## src/rtl/dmem_arbiter.sv

```systemverilog
// Two-port req/gnt/done arbiter sequencing a single-port data memory with 2-cycle read latency.
// Optional round-robin arbitration when DMEM_ARB_RR_EN is defined; fixed priority (port 0) otherwise.
module dmem_arbiter #(
    parameter int unsigned DEPTH = 256,
    parameter int unsigned AW    = 32
) (
    input  logic          clk,
    input  logic          rst_n,
    input  logic          p0_req,
    input  logic          p0_we,
    input  logic [AW-1:0] p0_addr,
    input  logic [31:0]   p0_wdata,
    output logic          p0_gnt,
    output logic          p0_done,
    output logic [31:0]   p0_rdata,
    output logic          p0_err,
    input  logic          p1_req,
    input  logic          p1_we,
    input  logic [AW-1:0] p1_addr,
    input  logic [31:0]   p1_wdata,
    output logic          p1_gnt,
    output logic          p1_done,
    output logic [31:0]   p1_rdata,
    output logic          p1_err,
    output logic          mem_enable,
    output logic          mem_read,
    output logic [AW-1:0] mem_addr,
    output logic [31:0]   mem_wdata,
    input  logic [31:0]   mem_rdata,
    output logic          busy
);

    localparam logic [2:0] StIdle    = 3'd0;
    localparam logic [2:0] StWr      = 3'd1;
    localparam logic [2:0] StRdIssue = 3'd2;
    localparam logic [2:0] StRdWait  = 3'd3;
    localparam logic [2:0] StRdData  = 3'd4;

    localparam logic [AW-1:0] DepthLim = AW'(DEPTH);

    logic [2:0]    state_q, state_d;
    logic          we_q, we_d;
    logic [AW-1:0] addr_q, addr_d;
    logic [31:0]   wdata_q, wdata_d;
    logic          port_q, port_d;
    logic          p0_done_q, p0_done_d, p1_done_q, p1_done_d;
    logic          p0_err_q, p0_err_d, p1_err_q, p1_err_d;
    logic [31:0]   p0_rdata_q, p0_rdata_d, p1_rdata_q, p1_rdata_d;

    logic          p0_win, p1_win, idle, any_gnt, oor;
    logic          sel_we;
    logic [AW-1:0] sel_addr;
    logic [31:0]   sel_wdata;

`ifdef DMEM_ARB_RR_EN
    // last_q = 1 means port 1 won last, so port 0 takes the next tie.
    logic last_q, last_d;
    assign p0_win = p0_req && (!p1_req || last_q);
    assign p1_win = p1_req && (!p0_req || !last_q);
`else
    assign p0_win = p0_req;
    assign p1_win = p1_req && !p0_req;
`endif

    assign idle      = (state_q == StIdle);
    assign p0_gnt    = idle && p0_win;
    assign p1_gnt    = idle && p1_win;
    assign any_gnt   = p0_gnt || p1_gnt;
    assign sel_we    = p1_gnt ? p1_we    : p0_we;
    assign sel_addr  = p1_gnt ? p1_addr  : p0_addr;
    assign sel_wdata = p1_gnt ? p1_wdata : p0_wdata;
    assign oor       = (sel_addr >= DepthLim);

    always_comb begin
        state_d    = state_q;
        we_d       = we_q;
        addr_d     = addr_q;
        wdata_d    = wdata_q;
        port_d     = port_q;
        p0_done_d  = 1'b0;
        p1_done_d  = 1'b0;
        p0_err_d   = 1'b0;
        p1_err_d   = 1'b0;
        p0_rdata_d = p0_rdata_q;
        p1_rdata_d = p1_rdata_q;
`ifdef DMEM_ARB_RR_EN
        last_d     = last_q;
`endif
        case (state_q)
            StIdle: begin
                if (any_gnt) begin
`ifdef DMEM_ARB_RR_EN
                    last_d = p1_gnt;
`endif
                    if (oor) begin
                        // Rejected without touching memory; completes next cycle.
                        if (p1_gnt) begin
                            p1_done_d  = 1'b1;
                            p1_err_d   = 1'b1;
                            p1_rdata_d = 32'h0;
                        end else begin
                            p0_done_d  = 1'b1;
                            p0_err_d   = 1'b1;
                            p0_rdata_d = 32'h0;
                        end
                    end else begin
                        we_d    = sel_we;
                        addr_d  = sel_addr;
                        wdata_d = sel_wdata;
                        port_d  = p1_gnt;
                        state_d = sel_we ? StWr : StRdIssue;
                    end
                end
            end
            StWr: begin
                if (port_q) p1_done_d = 1'b1;
                else        p0_done_d = 1'b1;
                state_d = StIdle;
            end
            StRdIssue: state_d = StRdWait;
            StRdWait:  state_d = StRdData;
            StRdData: begin
                if (port_q) begin
                    p1_done_d  = 1'b1;
                    p1_rdata_d = mem_rdata;
                end else begin
                    p0_done_d  = 1'b1;
                    p0_rdata_d = mem_rdata;
                end
                state_d = StIdle;
            end
            default: state_d = StIdle;
        endcase
    end

    always_ff @(posedge clk or negedge rst_n) begin
        if (!rst_n) begin
            state_q    <= StIdle;
            we_q       <= 1'b0;
            addr_q     <= '0;
            wdata_q    <= 32'h0;
            port_q     <= 1'b0;
            p0_done_q  <= 1'b0;
            p1_done_q  <= 1'b0;
            p0_err_q   <= 1'b0;
            p1_err_q   <= 1'b0;
            p0_rdata_q <= 32'h0;
            p1_rdata_q <= 32'h0;
`ifdef DMEM_ARB_RR_EN
            last_q     <= 1'b1;
`endif
        end else begin
            state_q    <= state_d;
            we_q       <= we_d;
            addr_q     <= addr_d;
            wdata_q    <= wdata_d;
            port_q     <= port_d;
            p0_done_q  <= p0_done_d;
            p1_done_q  <= p1_done_d;
            p0_err_q   <= p0_err_d;
            p1_err_q   <= p1_err_d;
            p0_rdata_q <= p0_rdata_d;
            p1_rdata_q <= p1_rdata_d;
`ifdef DMEM_ARB_RR_EN
            last_q     <= last_d;
`endif
        end
    end

    assign p0_done    = p0_done_q;
    assign p1_done    = p1_done_q;
    assign p0_err     = p0_err_q;
    assign p1_err     = p1_err_q;
    assign p0_rdata   = p0_rdata_q;
    assign p1_rdata   = p1_rdata_q;
    // Only WR may pull read low; every other state keeps the memory from writing.
    assign mem_read   = (state_q != StWr);
    assign mem_enable = (state_q == StRdIssue) || (state_q == StRdWait);
    assign mem_addr   = addr_q;
    assign mem_wdata  = wdata_q;
    assign busy       = !idle;

endmodule

```

## config.mk

```make
export PLATFORM = sky130hd
export DESIGN_NAME = dmem_arbiter
export DESIGN_NICKNAME = d
export VERILOG_FILES = /design/src/rtl/dmem_arbiter.sv
export SDC_FILE = /design/constraint.sdc
export NUM_CORES = 1
export LEC_CHECK = 0
export BUFFER_PORTS_ARGS = -buffer_cell sky130_fd_sc_hd__buf_2
export CAP_MARGIN = 20
export CORE_MARGIN = 4
export CORE_UTILIZATION = 46
export DETAILED_ROUTE_END_ITERATION = 7
export PLACE_DENSITY = 0.88
export SETUP_SLACK_MARGIN = 0.15
export SYNTH_ARGS = -nofsm -noshare
export SYNTH_HDL_FRONTEND = slang
export SYNTH_SLANG_ARGS = --single-unit
```

## constraint.sdc

```tcl
create_clock -name clk -period 2.2 [get_ports clk]
set_input_delay 0 -clock clk [delete_from_list [all_inputs] [get_ports clk]]
set_output_delay 0 -clock clk [all_outputs]
set_load 0.01 [all_outputs]
```

==> flow_metrics.py, run 1 <==
metrics = {
    "cells_and_area": {
        "layout_common_cells": "buf_2 (301), dfrtp_1 (136), dlygate4sd3_1 (113)",
        "ff_latch_area_um2": 3400,
        "drive_gt1_frac": 0.393,
        "nFillCells": 829,
        "multi_input_area_um2": 2450,
        "area_growth_pct": 58.1,
        "nets": 1153,
        "fin_cells": 1176,
        "final_common_cell": "buf_2",
    },
    "placed_design": {
        "dp.cells": 1026,
        "dp_hpwl_mm": 13.9,
        "port_buffers": 302,
        "detailedPlace.worstSlack_ns": 0.243,
        "place_congestion": 0.816,
    },
    "drt": {
        "wl_per_cell_um": 21.3,
        "ant_nets": 0,
        "routed_wl_mm": 25.0,
        "dr.pass1.iters": 5,
        "drc": 0,
        "vias": 6679,
        "vias_per_cell": 5.68,
        "drt_iter0_drc": 687,
    },
    "sta": {
        "final.setup_skew_ns": 0.00571,
        "slew_viol_final": 0,
        "timing.final.hold_violations": 0,
        "min_period_over_period": 0.910,
        "tightest_slew_ns": 0.804,
        "finalSetupViolations": 0,
        "period_minus_slack_ns": 2.00,
        "clock.fmax_ghz": 0.500,
        "max_slew_margin": 0.464,
        "final.setup.worst_slack_ns": 0.199,
        "rsz0062_at_grt": "true",
        "final.setup.tns_ns": 0,
    },
    "critical_path": {
        "critPathSlowestCell": "dlygate4sd3_1",
        "path_buf_inv": 3,
        "crit_required_ns": 2.47,
        "path_class": "reg -> reg",
        "critPathMaxFanout": 11,
        "endpoint_kind": "flip-flop",
        "max_stage_delay_ns": 0.58,
        "crit_arrival_ns": 2.28,
        "crit_family": "buffers and inverters",
        "startpoint_type": "flip-flop",
        "cp_cell_sequence": "nor3_4 -> buf_6 -> nand2_4 -> buf_8 -> mux2i_1 -> dlygate4sd3_1 -> o21ai_1",
        "r2r_slack_ns": 0.20,
    },
    "clocking": {
        "root_buffer": "clkbuf_16",
        "clock_path_buffers": 2,
        "cts_buffers": 17,
        "cts_tree": "yes",
        "clkTransAtPathRegs_ns": 0.05,
        "cts_htree_levels": 4,
        "cts.sinks": 136,
        "clk_latency_ns": 0.41,
    },
    "yosys": {
        "synth_cell_types": 35,
        "yosysWarningCount": 0,
        "async_reset_ff_frac": 1.00,
        "ys_seq_area_frac": 0.565,
        "synth-seq-cells": 136,
        "synth.avg_cell_area_um2": 10.5,
        "syn_inst": 576,
        "synth_edf_count": 0,
        "syn_nets": 742,
        "synthFlopType": "dfrtp_1",
        "synth_area_um2": 6020,
    },
    "pwr": {
        "power.density_nw_per_um2": 606,
        "p_leak_nw": 5.03,
        "ir_worst_vdd_mv": 0.426,
        "p_total_w": 0.00577,
    },
    "die": {
        "initial_utilization": 0.474,
        "dieWidth_um": 122,
        "core_area_um2": 12700,
        "die_h_um": 122,
        "io_pins": 303,
        "dieArea_um2": 15000,
        "num_rows": 41,
    },
    "grt": {
        "grt-ovfl-total": 0,
        "grt.total_usage": 0.327,
        "grt_max_degree": 137,
        "grt_pass1_vias": 6800,
        "antenna_found_initial": 2,
        "grt_pass1_wl_mm": 37.2,
    },
    "run": {
        "maxCapViolCount": 0,
    },
    "outcome": {
        "status": "complete, no violations",
    },
    "hold_path": {
        "hold_class": "in -> reg",
    },
}
==> path summary, 6_finish.rpt <==
check	from	to	cells past startpoint
max	state_q[2]	mem_wdata[2]	7
min reg2reg	mem_wdata[30]	mem_wdata[30]	2
min	p1_req	state_q[1]	4
min in group asynchronous	rst_n	p0_rdata[8]	3
max reg2reg	state_q[2]	mem_wdata[2]	7
max in group asynchronous	rst_n	p1_rdata[2]	3
==> flip-flops by register name, indices dropped and copies added (netlist names) <==
register	flops
port_q	1
p0_err	1
p1_rdata	32
p1_done	1
p0_rdata	32
p0_done	1
mem_addr	32
p1_err	1
mem_wdata	32
state_q	3
==> routing by layer <==
layer  vias up  GRT usage  routed length [um]
li1       2863          -                   -
met1      3197      0.375                8660
met2       495      0.529               12200
met3       124     0.0982                2540
met4         0      0.218                1610
met5         -          0                   0
==> worst reg2reg max path: cells and delay by family, from the launching register on <==
family,cells,cell delay [ns]
AO/OA/AOI/OAI,1,0.07
AND/OR/NAND/NOR,2,0.29
multiplexers,1,0.21
buffers and inverters,3,0.89
flip-flops,1,0.41
==> where the power goes <==
part           internal [W]  leakage, nW  switching (W)
sequential          0.00251         1.89    0.000000859
clock               0.00173        0.272       0.000985
combinational      0.000302         2.86       0.000249
total               0.00454         5.03        0.00124
==> logic make-up after synthesis <==
| group | synth area share |
|---|---|
| simple gates | 0.177 |
| compound gates | 0.154 |
| flops | 0.565 |
| buf+inv | 0.0341 |
| mux | 0.0681 |
| xor+xnor | 0.00145 |
==> per-stage QoR <==
stage           util  cell area, um2  hold WS [ns]
2_1_floorplan      -            6020        -0.296
3_3_place_gp   0.611            7770         0.165
3_5_place_dp   0.612            7790         0.165
4_1_cts        0.744            9470        0.0188
5_1_grt        0.748            9510        0.0542
6_report       0.749            9530        0.0272
==> cell usage after synthesis, types with 3 or more instances <==
| library cell | instances | area (um2) |
|---|---|---|
| a21oi_1 | 6 | 30.0 |
| a21oi_2 | 29 | 254 |
| a22oi_1 | 32 | 240 |
| and2_1 | 3 | 18.8 |
| and3_1 | 26 | 163 |
| buf_1 | 5 | 18.8 |
| buf_6 | 3 | 33.8 |
| clkbuf_1 | 36 | 135 |
| dfrtp_1 | 136 | 3400 |
| mux2i_1 | 41 | 410 |
| nand2_1 | 71 | 267 |
| nand2b_1 | 33 | 206 |
| nand3_1 | 41 | 205 |
| nor2_1 | 7 | 26.3 |
| nor2b_1 | 3 | 18.8 |
| nor4_1 | 10 | 62.6 |
| o21ai_0 | 66 | 330 |
| o21ai_1 | 7 | 35.0 |
==> timing repair <==
action	in CTS	in global routing
hold buffers	113	1
buffers inserted	0	1
hold endpoints to repair	240	1
gates resized for setup	0	11
setup endpoints to repair	0	15
==> layout make-up <==
cell class	instances	area share
Inverter	2	0.000788
Antenna cell	8	0.00210
Multi-Input combinational cell	392	0.257
Sequential cell	136	0.357
Tap cell	172	0.0226
Clock inverter	4	0.00735
Timing Repair Buffer	438	0.302
Clock buffer	24	0.0506
Note: power is estimated with default switching activity, not from simulation.
==> run 2, diff against run 1 <==
--- a/config.mk
+++ b/config.mk
@@ -8,9 +8,11 @@
 export BUFFER_PORTS_ARGS = -buffer_cell sky130_fd_sc_hd__buf_2
 export CAP_MARGIN = 20
 export CORE_MARGIN = 4
-export CORE_UTILIZATION = 46
+export CORE_UTILIZATION = 50
+export CTS_BUF_LIST = sky130_fd_sc_hd__clkbuf_8
 export DETAILED_ROUTE_END_ITERATION = 7
-export PLACE_DENSITY = 0.88
+export MAX_ROUTING_LAYER = met4
+export PLACE_DENSITY = 0.94
 export SETUP_SLACK_MARGIN = 0.15
 export SYNTH_ARGS = -nofsm -noshare
 export SYNTH_HDL_FRONTEND = slang
==> constraint.sdc (replaced) <==
create_clock -name clk -period 2.45 [get_ports clk]
set_input_delay 0 -clock clk [delete_from_list [all_inputs] [get_ports clk]]
set_output_delay 0 -clock clk [all_outputs]
set_load 0.01 [all_outputs]
==> run 2 against run 1 <==
Cell count is 2.9% lower. Utilization increased by 4.6 points. Routed wire length grew 2.8%. First-iteration DRC count is 52% higher. Highest routed layer unchanged. Largest cell class unchanged.
==> flow_metrics.py, run 2 (synthesis results as in run 1) <==
metrics = {
    "grt": {
        "grt_pass1_wl_mm": 40.1,
        "grt.total_usage": 0.379,
        "grt-ovfl-total": 0,
        "antenna_found_initial": 4,
        "grt_max_degree": 67,
        "grt_pass1_vias": 7163,
    },
    "critical_path": {
        "startpoint_type": "flip-flop",
        "critPathMaxFanout": 27,
        "path_class": "reg -> reg",
        "endpoint_kind": "flip-flop",
        "critPathSlowestCell": "dlygate4sd3_1",
        "crit_family": "buffers and inverters",
        "max_stage_delay_ns": 0.60,
        "cp_cell_sequence": "nor3_4 -> nand2_4 -> buf_6 -> mux2i_1 -> dlygate4sd3_1 -> o21ai_0",
        "crit_required_ns": 2.77,
        "crit_arrival_ns": 2.57,
        "path_buf_inv": 2,
    },
    "clocking": {
        "cts_tree": "yes",
        "clock_path_buffers": 2,
        "root_buffer": "clkbuf_8",
        "cts_buffers": 17,
        "cts_htree_levels": 4,
        "cts.sinks": 136,
        "clk_latency_ns": 0.45,
        "clkTransAtPathRegs_ns": 0.08,
    },
    "sta": {
        "tightest_slew_ns": 0.635,
        "period_minus_slack_ns": 2.25,
        "final.setup_skew_ns": 0.0179,
        "final.setup.worst_slack_ns": 0.203,
        "rsz0062_at_grt": "true",
        "min_period_over_period": 0.917,
        "finalSetupViolations": 0,
        "final.setup.tns_ns": 0,
        "slew_viol_final": 0,
        "clock.fmax_ghz": 0.445,
        "timing.final.hold_violations": 0,
        "max_slew_margin": 0.576,
    },
    "drt": {
        "drt_iter0_drc": 1044,
        "wl_met2_mm": 12.8,
        "routed_wl_mm": 25.7,
        "ant_nets": 0,
        "drc": 0,
        "vias_per_cell": 5.97,
        "dr.pass1.iters": 6,
        "met1_length_mm": 8.80,
        "highest_layer": "met4",
        "wl_per_cell_um": 22.5,
        "vias": 6819,
        "wl_met3_mm": 2.44,
    },
    "run": {
        "maxCapViolCount": 0,
    },
    "placed_design": {
        "detailedPlace.worstSlack_ns": 0.342,
        "port_buffers": 302,
        "place_congestion": 0.876,
        "dp_hpwl_mm": 14.2,
    },
    "pwr": {
        "p_leak_nw": 4.92,
        "power.density_nw_per_um2": 491,
        "ir_worst_vdd_mv": 0.322,
    },
    "die": {
        "dieArea_um2": 13900,
        "dieWidth_um": 118,
        "die_h_um": 118,
        "core_area_um2": 11600,
        "io_pins": 303,
        "num_rows": 39,
        "initial_utilization": 0.519,
    },
    "outcome": {
        "status": "complete, no violations",
    },
    "cells_and_area": {
        "nets": 1149,
        "drive_gt1_frac": 0.389,
        "layout_common_cells": "buf_2 (301), dfrtp_1 (136), dlygate4sd3_1 (115)",
        "area_growth_pct": 53.1,
        "final_common_cell": "buf_2",
    },
    "hold_path": {
        "hold_class": "in -> reg",
    },
}
-- run 2: changes by cell type in the layout (fill, tap and decap cells not counted), moves of 2 or more --
cell and change:
clkbuf_16 -17, clkbuf_8 +15, clkbuf_1 -4, diode_2 -4, inv_1 +4, o21ai_1 -4
clkinv_2 +3, o21ai_0 +3, buf_12 -2, buf_4 -2, buf_8 -2, dlygate4sd3_1 +2
-- run 2: final timing paths --
path | startpoint | end | slack, ns | cells past startpoint
min in group asynchronous | rst_n | p0_rdata[2] | 0.15 | 2
worst max-delay path | state_q[1] | mem_wdata[5] | 0.20 | 6
max in group asynchronous | rst_n | p1_rdata[13] | 1.55 | 3
worst min register to register | mem_addr[12] | mem_addr[12] | 0.51 | 1
worst min-delay path | p1_req | state_q[1] | 0.04 | 4
worst max register to register | state_q[1] | mem_wdata[5] | 0.20 | 6
-- run 2: cell type report --
class                           instances  area (um2)
Sequential cell                       136        3400
Timing Repair Buffer                  434        2810
Multi-Input combinational cell        392        2450
Fill cell                             685        2390
Clock buffer                           18         248
Tap cell                              143         179
Clock inverter                         13         116
Antenna cell                            4        10.0
Inverter                                2        7.51
-- run 2: worst register-to-register path: stages (launching register included) --
cell	delay, ns
dfrtp_1	0.47
nor3_4	0.30
nand2_4	0.08
buf_6	0.23
mux2i_1	0.17
dlygate4sd3_1	0.60
o21ai_0	0.28
-- run 2: stage by stage --
| stage | instances | hold WS (ns) | total power, W | area, um2 | utilization |
|---|---|---|---|---|---|
| after CTS | 1137 | 0.00612 | 0.00451 | 9190 | 0.791 |
| after global routing | 1142 | 0.0494 | 0.00468 | 9230 | 0.794 |
| after floorplan | 576 | -0.296 | 0.00239 | 6020 | - |
| after global placement | 991 | 0.0367 | 0.00260 | 7670 | 0.661 |
| after detailed placement | 991 | 0.0459 | 0.00261 | 7670 | 0.661 |
| final | 1142 | 0.0376 | 0.00453 | 9230 | 0.794 |
-- run 2: what timing repair did --
item / CTS / global route
endpoints found under the setup margin: 0 / 27
setup buffers: 0 / 1
hold buffers: 115 / 0
endpoints found under the hold margin: 169 / 0
resized for setup: 0 / 5
-- run 2: power breakdown --
part | internal, W | total, W | switching, W
clock network | 0.000902 | 0.00178 | 0.000875
registers | 0.00225 | 0.00225 | 0.000000751
logic | 0.000279 | 0.000509 | 0.000230
-- run 2: layer usage --
| metal | vias to the layer above | track usage |
|---|---|---|
| met5 | - | - |
| met4 | 0 | 0.208 |
| met3 | 138 | 0.0937 |
| met2 | 543 | 0.632 |
| met1 | 3295 | 0.419 |
| li1 | 2843 | - |
==> run 3, diff against run 2 <==
--- a/config.mk
+++ b/config.mk
@@ -12,7 +12,7 @@
 export CTS_BUF_LIST = sky130_fd_sc_hd__clkbuf_8
 export DETAILED_ROUTE_END_ITERATION = 7
 export MAX_ROUTING_LAYER = met4
-export PLACE_DENSITY = 0.94
+export PLACE_DENSITY = 0.87
 export SETUP_SLACK_MARGIN = 0.15
 export SYNTH_ARGS = -nofsm -noshare
 export SYNTH_HDL_FRONTEND = slang
==> constraint.sdc (replaced) <==
create_clock -name clk -period 2.45 [get_ports clk]
set_input_delay 0.1225 -clock clk [delete_from_list [all_inputs] [get_ports clk]]
set_output_delay 0.1225 -clock clk [all_outputs]
set_load 0.01 [all_outputs]
==> run 3 against run 2 <==
Fmax rose by 3.1%. Largest cell class unchanged. Count of clock-buffer cells in the layout rose by 5. Final area up 0.50%. Highest routed layer unchanged. Global-route usage is 3.3 points lower. Die area unchanged. Register-to-register slack gained 0.07 ns. Sequential cell count did not move. Sequential share of layout area fell by 0.18 points.
==> flow_metrics.py, run 3 (synthesis results as in run 1) <==
metrics = {
    "critical_path": {
        "r2r_start": "state_q[1]",
        "max_stage_delay_ns": 0.57,
        "crit_arrival_ns": 2.47,
        "critPathMaxFanout": 43,
        "cp_cell_sequence": "nor3_4 -> nand2_4 -> buf_6 -> mux2i_1 -> dlygate4sd3_1 -> o21ai_0",
        "crit_required_ns": 2.74,
        "startpoint_type": "flip-flop",
        "endpoint_kind": "flip-flop",
        "r2r_slack_ns": 0.27,
        "crit_path_start": "state_q[1]",
        "r2r-end": "mem_wdata[3]",
        "critPathSlowestCell": "dlygate4sd3_1",
        "path_class": "reg -> reg",
        "reg2regPathDepth": 6,
    },
    "pwr": {
        "seqPwrFrac": 0.451,
        "switchingPower_w": 0.00109,
        "power.density_nw_per_um2": 537,
        "ir_worst_vdd_mv": 0.493,
        "clockPowerShare": 0.455,
        "p_int_w": 0.00389,
        "swShare": 0.219,
        "power_frac_comb": 0.094,
        "p_leak_nw": 4.94,
    },
    "die": {
        "core_area_um2": 11600,
        "die_h_um": 118,
        "dieWidth_um": 118,
        "num_rows": 39,
        "initial_utilization": 0.519,
        "dieArea_um2": 13900,
        "io_pins": 303,
    },
    "placed_design": {
        "port_buffers": 302,
        "place_congestion": 0.879,
        "detailedPlace.worstSlack_ns": -0.0194,
        "dpl_cell_area_um2": 7660,
        "dp_hpwl_mm": 13.3,
    },
    "grt": {
        "antenna_found_initial": 3,
        "grt.total_usage": 0.346,
        "grt-ovfl-total": 0,
        "grt_pass1_wl_mm": 36.9,
        "grt_max_degree": 66,
        "grt_pass1_vias": 6877,
    },
    "cells_and_area": {
        "layout_common_cells": "buf_2 (301), dfrtp_1 (136), dlygate4sd3_1 (107)",
        "multi_input_area_um2": 2440,
        "nets": 1139,
        "nFillCells": 648,
        "final_common_cell": "buf_2",
        "ff_latch_area_um2": 3400,
        "drive_gt1_frac": 0.395,
        "final_util": 0.798,
        "area_growth_pct": 53.9,
        "fin_area_um2": 9270,
    },
    "sta": {
        "clock.fmax_ghz": 0.459,
        "rsz0062_at_grt": "false",
        "min_period_over_period": 0.890,
        "tightest_slew_ns": 0.663,
        "timing.final.hold_violations": 0,
        "final.setup.tns_ns": 0,
        "max_slew_margin": 0.557,
        "slew_viol_final": 0,
        "finalSetupViolations": 0,
        "final.setup.worst_slack_ns": 0.270,
        "period_minus_slack_ns": 2.18,
        "final.setup_skew_ns": 0.0195,
        "final.hold.worst_slack_ns": 0.0235,
    },
    "drt": {
        "ant_nets": 0,
        "drc": 0,
        "dr.pass1.iters": 7,
        "drt_iter0_drc": 679,
        "vias": 6573,
        "vias_per_cell": 5.81,
        "routed_wl_mm": 23.5,
        "wl_per_cell_um": 20.8,
    },
    "clocking": {
        "cts.sinks": 136,
        "clk_latency_ns": 0.45,
        "cts_buffers": 17,
        "cts_htree_levels": 4,
        "root_buffer": "clkbuf_8",
        "clkTransAtPathRegs_ns": 0.07,
        "clock_path_buffers": 2,
        "cts_tree": "yes",
    },
    "hold_path": {
        "whs_endpoint": "mem_wdata[11]",
        "whs_path_depth": 3,
        "worstHoldStart": "p0_wdata[11]",
        "hold_class": "in -> reg",
    },
    "outcome": {
        "status": "complete, no violations",
    },
    "run": {
        "maxCapViolCount": 0,
    },
}
## run 3: critical path: cells and delay by family, from the launching register on
| kind | cells | cell delay, ns |
|---|---|---|
| AO/OA/AOI/OAI | 1 | 0.09 |
| buffers and inverters | 2 | 1.00 |
| flip-flops | 1 | 0.49 |
| multiplexers | 1 | 0.27 |
| AND/OR/NAND/NOR | 2 | 0.17 |
## run 3: layout make-up
| type | instances | area share |
|---|---|---|
| antenna | 3 | 0.000810 |
| clock buffer | 23 | 0.0341 |
| clock inverter | 9 | 0.0198 |
| inverter | 2 | 0.000810 |
| multi-input combinational | 392 | 0.264 |
| sequential | 136 | 0.367 |
| tap | 143 | 0.0193 |
| timing repair buffer | 424 | 0.294 |
## run 3: worst max path at each step
stage                         end  slack, ns  cells past startpoint
floorplan                 p0_done       0.53                      6
global placement      p1_rdata[7]       0.06                      5
detailed placement   p1_rdata[22]      -0.02                      5
CTS                 mem_wdata[10]       0.17                      6
global route         mem_wdata[4]       0.15                      6
finish               mem_wdata[3]       0.27                      6
## run 3: per-stage QoR
stage | instances | total power [W]
floorplan | 576 | 0.00239
global placement | 988 | 0.00260
detailed placement | 988 | 0.00260
CTS | 1127 | 0.00496
global route | 1132 | 0.00514
finish | 1132 | 0.00498
## run 3: power by group through the flow
stage / Sequential, W / Combinational, W / Clock (W)
floorplan: 0.00229 / 0.0000927 / 0
global placement: 0.00229 / 0.000307 / 0
detailed placement: 0.00229 / 0.000310 / 0
CTS: 0.00225 / 0.000448 / 0.00227
global route: 0.00225 / 0.000503 / 0.00239
finish: 0.00225 / 0.000470 / 0.00227
## run 3: metal layers
layer | track usage | share of wire | up-vias
li1 | - | - | 2829
met1 | 0.399 | 0.36 | 3185
met2 | 0.562 | 0.51 | 470
met3 | 0.0918 | 0.093 | 89
met4 | 0.172 | 0.045 | 0
met5 | - | 0 | -
## run 3: what timing repair did
item / in CTS / in global routing
pin swaps: 0 / 1
hold buffers: 107 / 0
setup buffers: 0 / 2
setup endpoints to repair: 32 / 18
hold endpoints to repair: 146 / 0
gates resized for setup: 1 / 2
